### src/rtl/lc3b_types.sv
// Shared LC-3b memory-side types.
//   lc3b_word   : 16-bit line address
//   lc3b_block  : 128-bit cache line
//   arb_state_t : L1 memory arbiter FSM states
//   arb_op_t    : latched memory operation
package lc3b_types;
  typedef logic [15:0]  lc3b_word;
  typedef logic [127:0] lc3b_block;

  typedef enum logic [1:0] {IDLE, GRANT_I, GRANT_D, RELEASE} arb_state_t;
  typedef enum logic {OP_READ, OP_WRITE} arb_op_t;
endpackage

### src/rtl/arb_req_latch.sv
// Registered capture of one memory request (address, write data, op).
//   clk, rst_n            : clock, async active-low reset
//   load                  : capture nxt_* on this edge
//   nxt_addr/wdata/op     : request to capture
//   addr/wdata/op         : held request, stable until the next load
module arb_req_latch
  import lc3b_types::*;
#(
  parameter int ADDR_W = $bits(lc3b_word),
  parameter int LINE_W = $bits(lc3b_block)
) (
  input  logic              clk,
  input  logic              rst_n,
  input  logic              load,
  input  logic [ADDR_W-1:0] nxt_addr,
  input  logic [LINE_W-1:0] nxt_wdata,
  input  arb_op_t           nxt_op,
  output logic [ADDR_W-1:0] addr,
  output logic [LINE_W-1:0] wdata,
  output arb_op_t           op
);
  always_ff @(posedge clk or negedge rst_n) begin
    if (!rst_n) begin
      addr  <= '0;
      wdata <= '0;
      op    <= OP_READ;
    end else if (load) begin
      addr  <= nxt_addr;
      wdata <= nxt_wdata;
      op    <= nxt_op;
    end
  end
endmodule

### src/rtl/l1_mem_arbiter.sv
// Round-robin arbiter multiplexing the icache and dcache pmem ports onto
// a single memory port, one whole line transaction at a time.
//   clk, rst_n        : clock, async active-low reset
//   i_pmem_*          : icache fill request / completion
//   d_pmem_*          : dcache fill + writeback request / completion
//   mem_*             : downstream memory port (strobes held until mem_resp)
// The winner is latched on the granting edge; memory strobes come from
// that latch so client input changes during a grant are invisible.
module l1_mem_arbiter
  import lc3b_types::*;
#(
  parameter int ADDR_W = $bits(lc3b_word),
  parameter int LINE_W = $bits(lc3b_block)
) (
  input  logic              clk,
  input  logic              rst_n,
  input  logic              i_pmem_read,
  input  logic [ADDR_W-1:0] i_pmem_address,
  output logic              i_pmem_resp,
  output logic [LINE_W-1:0] i_pmem_rdata,
  input  logic              d_pmem_read,
  input  logic              d_pmem_write,
  input  logic [ADDR_W-1:0] d_pmem_address,
  input  logic [LINE_W-1:0] d_pmem_wdata,
  output logic              d_pmem_resp,
  output logic [LINE_W-1:0] d_pmem_rdata,
  output logic              mem_read,
  output logic              mem_write,
  output logic [ADDR_W-1:0] mem_address,
  output logic [LINE_W-1:0] mem_wdata,
  input  logic              mem_resp,
  input  logic [LINE_W-1:0] mem_rdata
);
  arb_state_t        state, state_nxt;
  logic              prio, prio_nxt;   // 0: icache preferred, 1: dcache
  logic              busy;             // memory strobe active
  logic              load, sel_d, req_i, req_d;
  logic [ADDR_W-1:0] nxt_addr;
  logic [LINE_W-1:0] nxt_wdata;
  arb_op_t           nxt_op, op;

  always_ff @(posedge clk or negedge rst_n) begin
    if (!rst_n) begin
      state <= IDLE;
      prio  <= 1'b0;
      busy  <= 1'b0;
    end else begin
      state <= state_nxt;
      prio  <= prio_nxt;
      if (load)                           busy <= 1'b1;
      else if (i_pmem_resp | d_pmem_resp) busy <= 1'b0;
    end
  end

  always_comb begin
    state_nxt   = state;
    prio_nxt    = prio;
    load        = 1'b0;
    i_pmem_resp = 1'b0;
    d_pmem_resp = 1'b0;
    req_i       = i_pmem_read;
    req_d       = d_pmem_read | d_pmem_write;
    case (state)
      IDLE: begin
        if (req_i && (!req_d || !prio)) begin
          state_nxt = GRANT_I;
          load      = 1'b1;
        end else if (req_d) begin
          state_nxt = GRANT_D;
          load      = 1'b1;
        end
      end
      GRANT_I: if (mem_resp) begin
        i_pmem_resp = 1'b1;
        prio_nxt    = 1'b1;
        state_nxt   = RELEASE;
      end
      GRANT_D: if (mem_resp) begin
        d_pmem_resp = 1'b1;
        prio_nxt    = 1'b0;
        state_nxt   = RELEASE;
      end
      // bubble so a stale level request is not re-granted
      RELEASE: state_nxt = IDLE;
      default: state_nxt = IDLE;
    endcase
  end

  // read+write together from the dcache is illegal; write wins
  always_comb begin
    sel_d     = (state_nxt == GRANT_D);
    nxt_addr  = sel_d ? d_pmem_address : i_pmem_address;
    nxt_wdata = sel_d ? d_pmem_wdata : '0;
    nxt_op    = (sel_d && d_pmem_write) ? OP_WRITE : OP_READ;
  end

  arb_req_latch #(.ADDR_W(ADDR_W), .LINE_W(LINE_W)) u_latch (
    .clk       (clk),
    .rst_n     (rst_n),
    .load      (load),
    .nxt_addr  (nxt_addr),
    .nxt_wdata (nxt_wdata),
    .nxt_op    (nxt_op),
    .addr      (mem_address),
    .wdata     (mem_wdata),
    .op        (op)
  );

  assign mem_read     = busy && (op == OP_READ);
  assign mem_write    = busy && (op == OP_WRITE);
  // ungranted side sees rdata too; its resp stays low
  assign i_pmem_rdata = mem_rdata;
  assign d_pmem_rdata = mem_rdata;

  a_d_rw_illegal: assert property (@(posedge clk) disable iff (!rst_n)
    !(d_pmem_read && d_pmem_write))
    else $warning("dcache read and write both high; issued as write");
  a_strobe_excl: assert property (@(posedge clk) disable iff (!rst_n)
    !(mem_read && mem_write));
  a_resp_excl: assert property (@(posedge clk) disable iff (!rst_n)
    !(i_pmem_resp && d_pmem_resp));
endmodule

### config.mk
export PLATFORM = sky130hd
export DESIGN_NAME = l1_mem_arbiter
export DESIGN_NICKNAME = d
export VERILOG_FILES = /design/src/rtl/lc3b_types.sv /design/src/rtl/arb_req_latch.sv /design/src/rtl/l1_mem_arbiter.sv
export SDC_FILE = /design/constraint.sdc
export NUM_CORES = 1
export LEC_CHECK = 0
export ABC_AREA = 1
export CAP_MARGIN = 40
export CORE_AREA = 2 2 272 274
export CTS_CLUSTER_DIAMETER = 120
export CTS_CLUSTER_SIZE = 14
export DETAILED_ROUTE_END_ITERATION = 6
export DIE_AREA = 0 0 274 276
export SYNTH_ARGS = -nofsm -noshare
export SYNTH_HDL_FRONTEND = slang
export SYNTH_SLANG_ARGS = --single-unit
### constraint.sdc
create_clock -name clk -period 2.3 [get_ports clk]
set_clock_uncertainty 0.15 [all_clocks]
set_input_delay 0.575 -clock clk [delete_from_list [all_inputs] [get_ports clk]]
set_output_delay 0.575 -clock clk [all_outputs]
set_load 0.02 [all_outputs]
==> qor.txt, run 1 <==
Sw Ratio: 42.8%
Syn Inst Count: 988
Pint: 0.00922 W
drt via density: 3.15
root buffer cell: clkbuf_16
Final Wtd Congestion: 0.744
post-place setup slack: -0.322 ns
final period utilization: 96.7%
reg-to-reg slack, setup: 0.24 ns
Pwr per Cell Area: 1400 nW/um^2
leakage power total: 4.84 nW
clock network fraction of design power: 19.4%
CTS sink count: 149
DR pass1 iterations: 4
cell family with most CP delay: buffers and inverters
status: complete, no violations
Mapped Avg Cell Area: 8.29 um^2
crit path buf inv count: 1
number of core rows: 99
Starting Density: 11.3%
synthesis-to-finish area growth: 40.3%
Async SR Flop Fraction: 100%
Port Buf Inserts: 313
Worst path slowest cell: clkdlybuf4s50_1
number of buffers created by CTS: 17
final wirelength: 29600 um
required time worst endpoint: 1.57 ns
#FFs+latches synth: 149
post-layout minimum cycle time: 2.22 ns
crit path DAT: 1.50 ns
Filler cells: 8242
io pins: 698
CP max stage delay: 0.62 ns
Syn Nets: 1285
Worst-path clk slew: 0.07 ns
classification of the worst setup path: reg -> out
fin. max-slew vios: 0
NetSw: 0.00690 W
CP Capture Type: primary output
Post-Place Cells: 1996
clock buffer depth: 2
placed instance area: 10900 um^2
Synth area leader: dfrtp_1
unrepaired setup endpoints after global routing: no
Tot Pwr: 0.0161 W
DPL Wire Length: 22200 um
commonest cells in the netlist: nand2_1, buf_4, dfrtp_1, o21ai_0, o21ai_1
Layout Nets: 1355
CTS HTree Levels: 4
Post-synth EDFFs: 0
Worst-Skew Late Latency: 0.46 ns
Synth area leaders: dfrtp_1, buf_4, nand2_1, o21ai_0, o21ai_1
Max Cap Viol: 0
Worst Tran Pin Value: 0.456 ns
Slew HR: 69.7%
type of the worst min-delay path: reg -> reg
Max Clk Rate: 450 MHz
Post-synth top flop: dfrtp_1
final hold violation count: 0
DRC errors left: 0
antenna-violating nets left: 0
DRT iter0 DRCs: 305
Seq pwr share: 27.0%
Chip Width: 274 um
Worst IR Drop VDD: 0.861 mV
Critical Path, Cell by Cell: clkdlybuf4s50_1
CP startpoint kind: register
layout cell share with drive strength beyond 1: 7.85%
largest net degree at the start of global routing: 56
vias: 6401
Ys Warns: 0
Crit Path Max Fanout: 2
Seq/Total Area, Yosys: 45.5%
final setup margin: 0.0754 ns
Logic pwr share: 53.6%
Yosys top cell area share: 45.5%
chip height: 276 um
routed len/inst: 14.6 um
DIE AREA: 75600 um^2
total grt overflow: 0
initial antenna violation count: 4
CTS tree: built
design area: 11500 um^2
total core area: 72600 um^2
Synth cell types: 24
most common cell in the netlist: nand2_1
global-route wire length before repair: 42100 um
Non-Filler Instances: 2029
Ant. Diodes: 0
final setup vio count: 0
vias in the first global route: 6334
Mapped Area: 8190 um^2
Tot GR Track Use: 7.72%
## cell usage in the layout, fill, tap and decap left out, types with 15 or more instances in the layout
cell type / Yosys / routed
buf_12: 0 / 15
buf_4: 260 / 28
clkbuf_16: 0 / 17
clkdlybuf4s50_1: 0 / 295
dfrtp_1: 149 / 149
inv_1: 41 / 40
nand2_1: 314 / 314
nand3_1: 16 / 16
nand4_1: 16 / 16
o21ai_0: 88 / 88
o21ai_1: 44 / 44
## layer usage
| metal | up-vias | wire length, um | GRT usage (%) |
|---|---|---|---|
| met1 | 2850 | 11700 | 8.49 |
| li1 | 2972 | - | - |
| met5 | - | 176 | 1.60 |
| met4 | 8 | 1710 | 5.81 |
| met3 | 121 | 3770 | 4.52 |
| met2 | 450 | 12300 | 10.7 |
## power by group through the flow
stage          clock network (W)  logic [W]  registers [W]
2_1_floorplan                  0    0.00357        0.00562
5_1_grt                  0.00340    0.00940        0.00449
3_3_place_gp                   0    0.00883        0.00437
3_5_place_dp                   0    0.00890        0.00438
6_report                 0.00312    0.00865        0.00435
4_1_cts                  0.00333    0.00884        0.00436
## timing repair
item | 4_1_cts | 5_1_grt
endpoints found under the setup margin | 16 | 2
gates resized for setup | 23 | 2
buffers inserted | 1 | 0
gates cloned | 0 | 0
hold buffers | 1 | 0
endpoints found under the hold margin | 20 | 0
## path summary, 6_finish.rpt
kind / cells after the start / to / startpoint
min in group asynchronous: 2 / u_latch.wdata[17] / rst_n
worst min register to register: 2 / u_latch.wdata[125] / u_latch.wdata[125]
worst max register to register: 10 / u_latch.wdata[124] / state[0]
worst min-delay path: 2 / u_latch.wdata[125] / u_latch.wdata[125]
max in group asynchronous: 3 / u_latch.addr[12] / rst_n
worst max-delay path: 1 / mem_address[1] / u_latch.addr[1]
## sequential cells by signal, indices dropped and copies added (netlist names)
signal and count:
busy 1, u_latch.addr 16, prio 1, state 2
u_latch.op 1, u_latch.wdata 128
## final cells by class
class | instances | area [um^2] | area share [%]
Sequential cell | 149 | 3730 | 32.5
Multi-Input combinational cell | 491 | 2150 | 18.7
Timing Repair Buffer | 356 | 3620 | 31.6
Inverter | 43 | 166 | 1.45
Clock inverter | 7 | 118 | 1.02
Clock buffer | 24 | 502 | 4.37
Tap cell | 959 | 1200 | 10.4
## metrics by stage
| stage | hold WS [ns] | setup TNS [ns] | util (%) |
|---|---|---|---|
| 2_1_floorplan | 0.129 | 0 | - |
| 4_1_cts | 0.281 | 0 | 15.8 |
| 5_1_grt | 0.335 | 0 | 15.8 |
| 3_3_place_gp | 0.269 | -14.29 | 15.0 |
| 3_5_place_dp | 0.264 | -17.73 | 15.0 |
| 6_report | 0.330 | 0 | 15.8 |
## kinds of logic (layout without fill, tap and decap cells)
group	after synthesis	in the layout	share of synthesized area, %
and+or+nand+nor	352	352	17.2
AOI/OAI and AO/OA	136	136	8.57
buffers and inverters	348	430	28.2
adders and majority gates	3	3	0.458
DFF	149	149	45.5
Power figures use the tool's default switching activity.
==> run 2: changes to the inputs <==
- CTS_CLUSTER_DIAMETER: 120 -> unset
==> results of run 2 <==
Same layout as run 1: the final DEF is identical, and so are final timing and power.
==> run 3: changes to the inputs <==
- ABC_AREA: 1 -> 0
- CORE_AREA: 2 2 272 274 -> 2 2 270 272
- DIE_AREA: 0 0 274 276 -> 0 0 272 274
==> qor.txt, run 3 <==
DPL Wire Length: 21100 um (-5.1%)
clock buffer depth: 2 (unchanged)
DRC errors left: 0 (unchanged)
Synth area leader: dfrtp_1
Final Wtd Congestion: 0.829 (+11%)
Critical Path, Cell by Cell: clkdlybuf4s50_1
Mapped Avg Cell Area: 9.15 um^2 (+10%)
Max Clk Rate: 457 MHz (+1.6%)
Syn Nets: 1234 (-4.0%)
vias in the first global route: 6569 (+3.7%)
Top reg by flops: u_latch.wdata
Ys Warns: 0 (unchanged)
placed instance area: 11000 um^2 (+1.2%)
required time worst endpoint: 1.57 ns (about the same)
most common cell in the netlist: nand2_1
Max Cap Viol: 0 (unchanged)
final hold violation count: 0 (unchanged)
area of the multi-input gates: 2510 um^2 (+17%)
Non-Filler Instances: 1972 (-2.8%)
Slew HR: 72.0% (+2.3 points)
crit path DAT: 1.46 ns (-0.04 ns)
CTS sink count: 149 (unchanged)
most frequent cells in the layout: clkdlybuf4s50_1, nand2_1, dfrtp_1
Tot GR Track Use: 7.44% (-0.28 points)
Starting Density: 11.9% (+0.63 points)
Pwr per Cell Area: 1470 nW/um^2 (+4.6%)
Hold Crit Depth: 2 (unchanged)
final setup vio count: 0 (unchanged)
Post-Place Cells: 1937 (-3.0%)
worst r2r path cells: 8 (-2)
most common cell after layout, fill and taps aside: clkdlybuf4s50_1
Reg area: 3730 um^2 (unchanged)
commonest cells in the netlist: nand2_1, buf_4, dfrtp_1, o21ai_2, nand3_1
total core area: 72000 um^2 (-0.85%)
synthesis-to-finish area growth: 36.3%
Synth area leaders: dfrtp_1, buf_4, nand2_1, o21ai_2, nand3_1
Seq/Total Area, Yosys: 43.5% (-2.0 points)
largest net degree at the start of global routing: 70 (+25%)
status: complete, no violations
io pins: 698 (unchanged)
Post-synth EDFFs: 0 (unchanged)
post-layout minimum cycle time: 2.19 ns (-0.0357 ns)
final core area utilization: 16.2% (+0.41 points)
Crit. path cell count: 1 (unchanged)
biggest regs: u_latch.wdata: 128 flops, u_latch.addr: 16 flops, state: 2 flops
unrepaired setup endpoints after global routing: no
Worst IR Drop VDD: 1.11 mV (+29%)
crit path buf inv count: 1 (unchanged)
Port Buf Inserts: 313 (unchanged)
Async SR Flop Fraction: 100% (unchanged)
global-route wire length before repair: 40700 um (-3.4%)
Ant. Diodes: 0 (unchanged)
CP startpoint kind: register
cell family with most CP delay: buffers and inverters
Layout Nets: 1297 (-4.3%)
number of core rows: 99 (unchanged)
layout cell share with drive strength beyond 1: 17.6% (+9.7 points)
Crit Path Max Fanout: 2 (unchanged)
Worst-Skew Late Latency: 0.46 ns (about the same)
CP Capture Type: primary output
antenna-violating nets left: 0 (unchanged)
final period utilization: 95.2% (-1.6 points)
#FFs+latches synth: 149 (unchanged)
number of buffers created by CTS: 17 (unchanged)
CTS HTree Levels: 4 (unchanged)
Worst Tran Pin Value: 0.420 ns (-0.0360 ns)
final wirelength: 27900 um (-5.7%)
total grt overflow: 0 (unchanged)
Mapped Area: 8570 um^2 (+4.7%)
design area: 11700 um^2 (+1.7%)
DIE AREA: 74500 um^2 (-1.4%)
Syn Inst Count: 937 (-5.2%)
drt via density: 3.22 (+2.0%)
root buffer cell: clkbuf_16
Yosys top cell area share: 43.5% (-2.0 points)
leakage power total: 4.67 nW (-3.5%)
fin. max-slew vios: 0 (unchanged)
type of the worst min-delay path: reg -> reg
DRT iter0 DRCs: 214 (-30%)
Filler cells: 8032 (-2.5%)
Chip Width: 272 um (-0.73%)
CTS tree: built
DR pass1 iterations: 4 (unchanged)
CP max stage delay: 0.62 ns (about the same)
Post-synth top flop: dfrtp_1
max reg flops: 128 (unchanged)
classification of the worst setup path: reg -> out
initial antenna violation count: 4 (unchanged)
Tot Pwr: 0.0172 W (+6.4%)
chip height: 274 um (-0.72%)
Synth cell types: 27 (+13%)
Worst path slowest cell: clkdlybuf4s50_1
reg-to-reg slack, setup: 0.13 ns (-0.11 ns)
vias: 6344 (-0.89%)
Worst-path clk slew: 0.06 ns (about the same)
routed len/inst: 14.1 um (-3.0%)
run 3: layer usage:
layer | part of all wire [%] | track usage (%) | up-vias
met5 | 0.16 | 0 | -
met4 | 6.0 | 5.77 | 8
met3 | 14 | 4.95 | 114
met2 | 46 | 11.5 | 428
met1 | 34 | 7.01 | 2920
li1 | - | - | 2874
run 3: area by class of cell:
class,count,share of cell area [%]
clock buffers,21,3.94
clock inverters,11,1.87
inverters,4,0.171
multi-input cells,476,21.5
flip-flops and latches,149,31.9
well taps,959,10.3
repair buffers,352,30.4
run 3: cells by family after synthesis:
group	after synthesis	synth area share [%]
flip-flops	149	43.5
buffers and inverters	312	27.4
adder cells (fa/ha/maj)	3	0.438
AO/OA/AOI/OAI	137	12.8
AND/OR/NAND/NOR	336	15.9
run 3: worst paths after layout:
| check | start | to |
|---|---|---|
| max | u_latch.wdata[97] | mem_wdata[97] |
| min | u_latch.wdata[61] | u_latch.wdata[61] |
| max reg2reg | state[0] | u_latch.wdata[120] |
| min reg2reg | u_latch.wdata[61] | u_latch.wdata[61] |
| max in group asynchronous | rst_n | u_latch.addr[0] |
| min in group asynchronous | rst_n | u_latch.wdata[29] |
run 3: timing repair:
item,CTS,global route
resized for setup,17,0
buffers inserted,2,0
hold buffers,1,0
setup endpoints to repair,11,0
endpoints found under the hold margin,29,0
run 3: power breakdown:
group          internal (W)  switching, W
Combinational       0.00388       0.00548
Sequential          0.00377      0.000636
Clock               0.00210       0.00128
run 3: through the flow:
stage                     setup slack, ns  hold slack (ns)  TNS, ns
after floorplan                     0.228            0.129        0
after global placement             -0.263            0.308   -29.02
after detailed placement           -0.285            0.318   -31.54
after CTS                          0.0224            0.333        0
after global routing              0.00541            0.353        0
final                               0.111            0.329        0
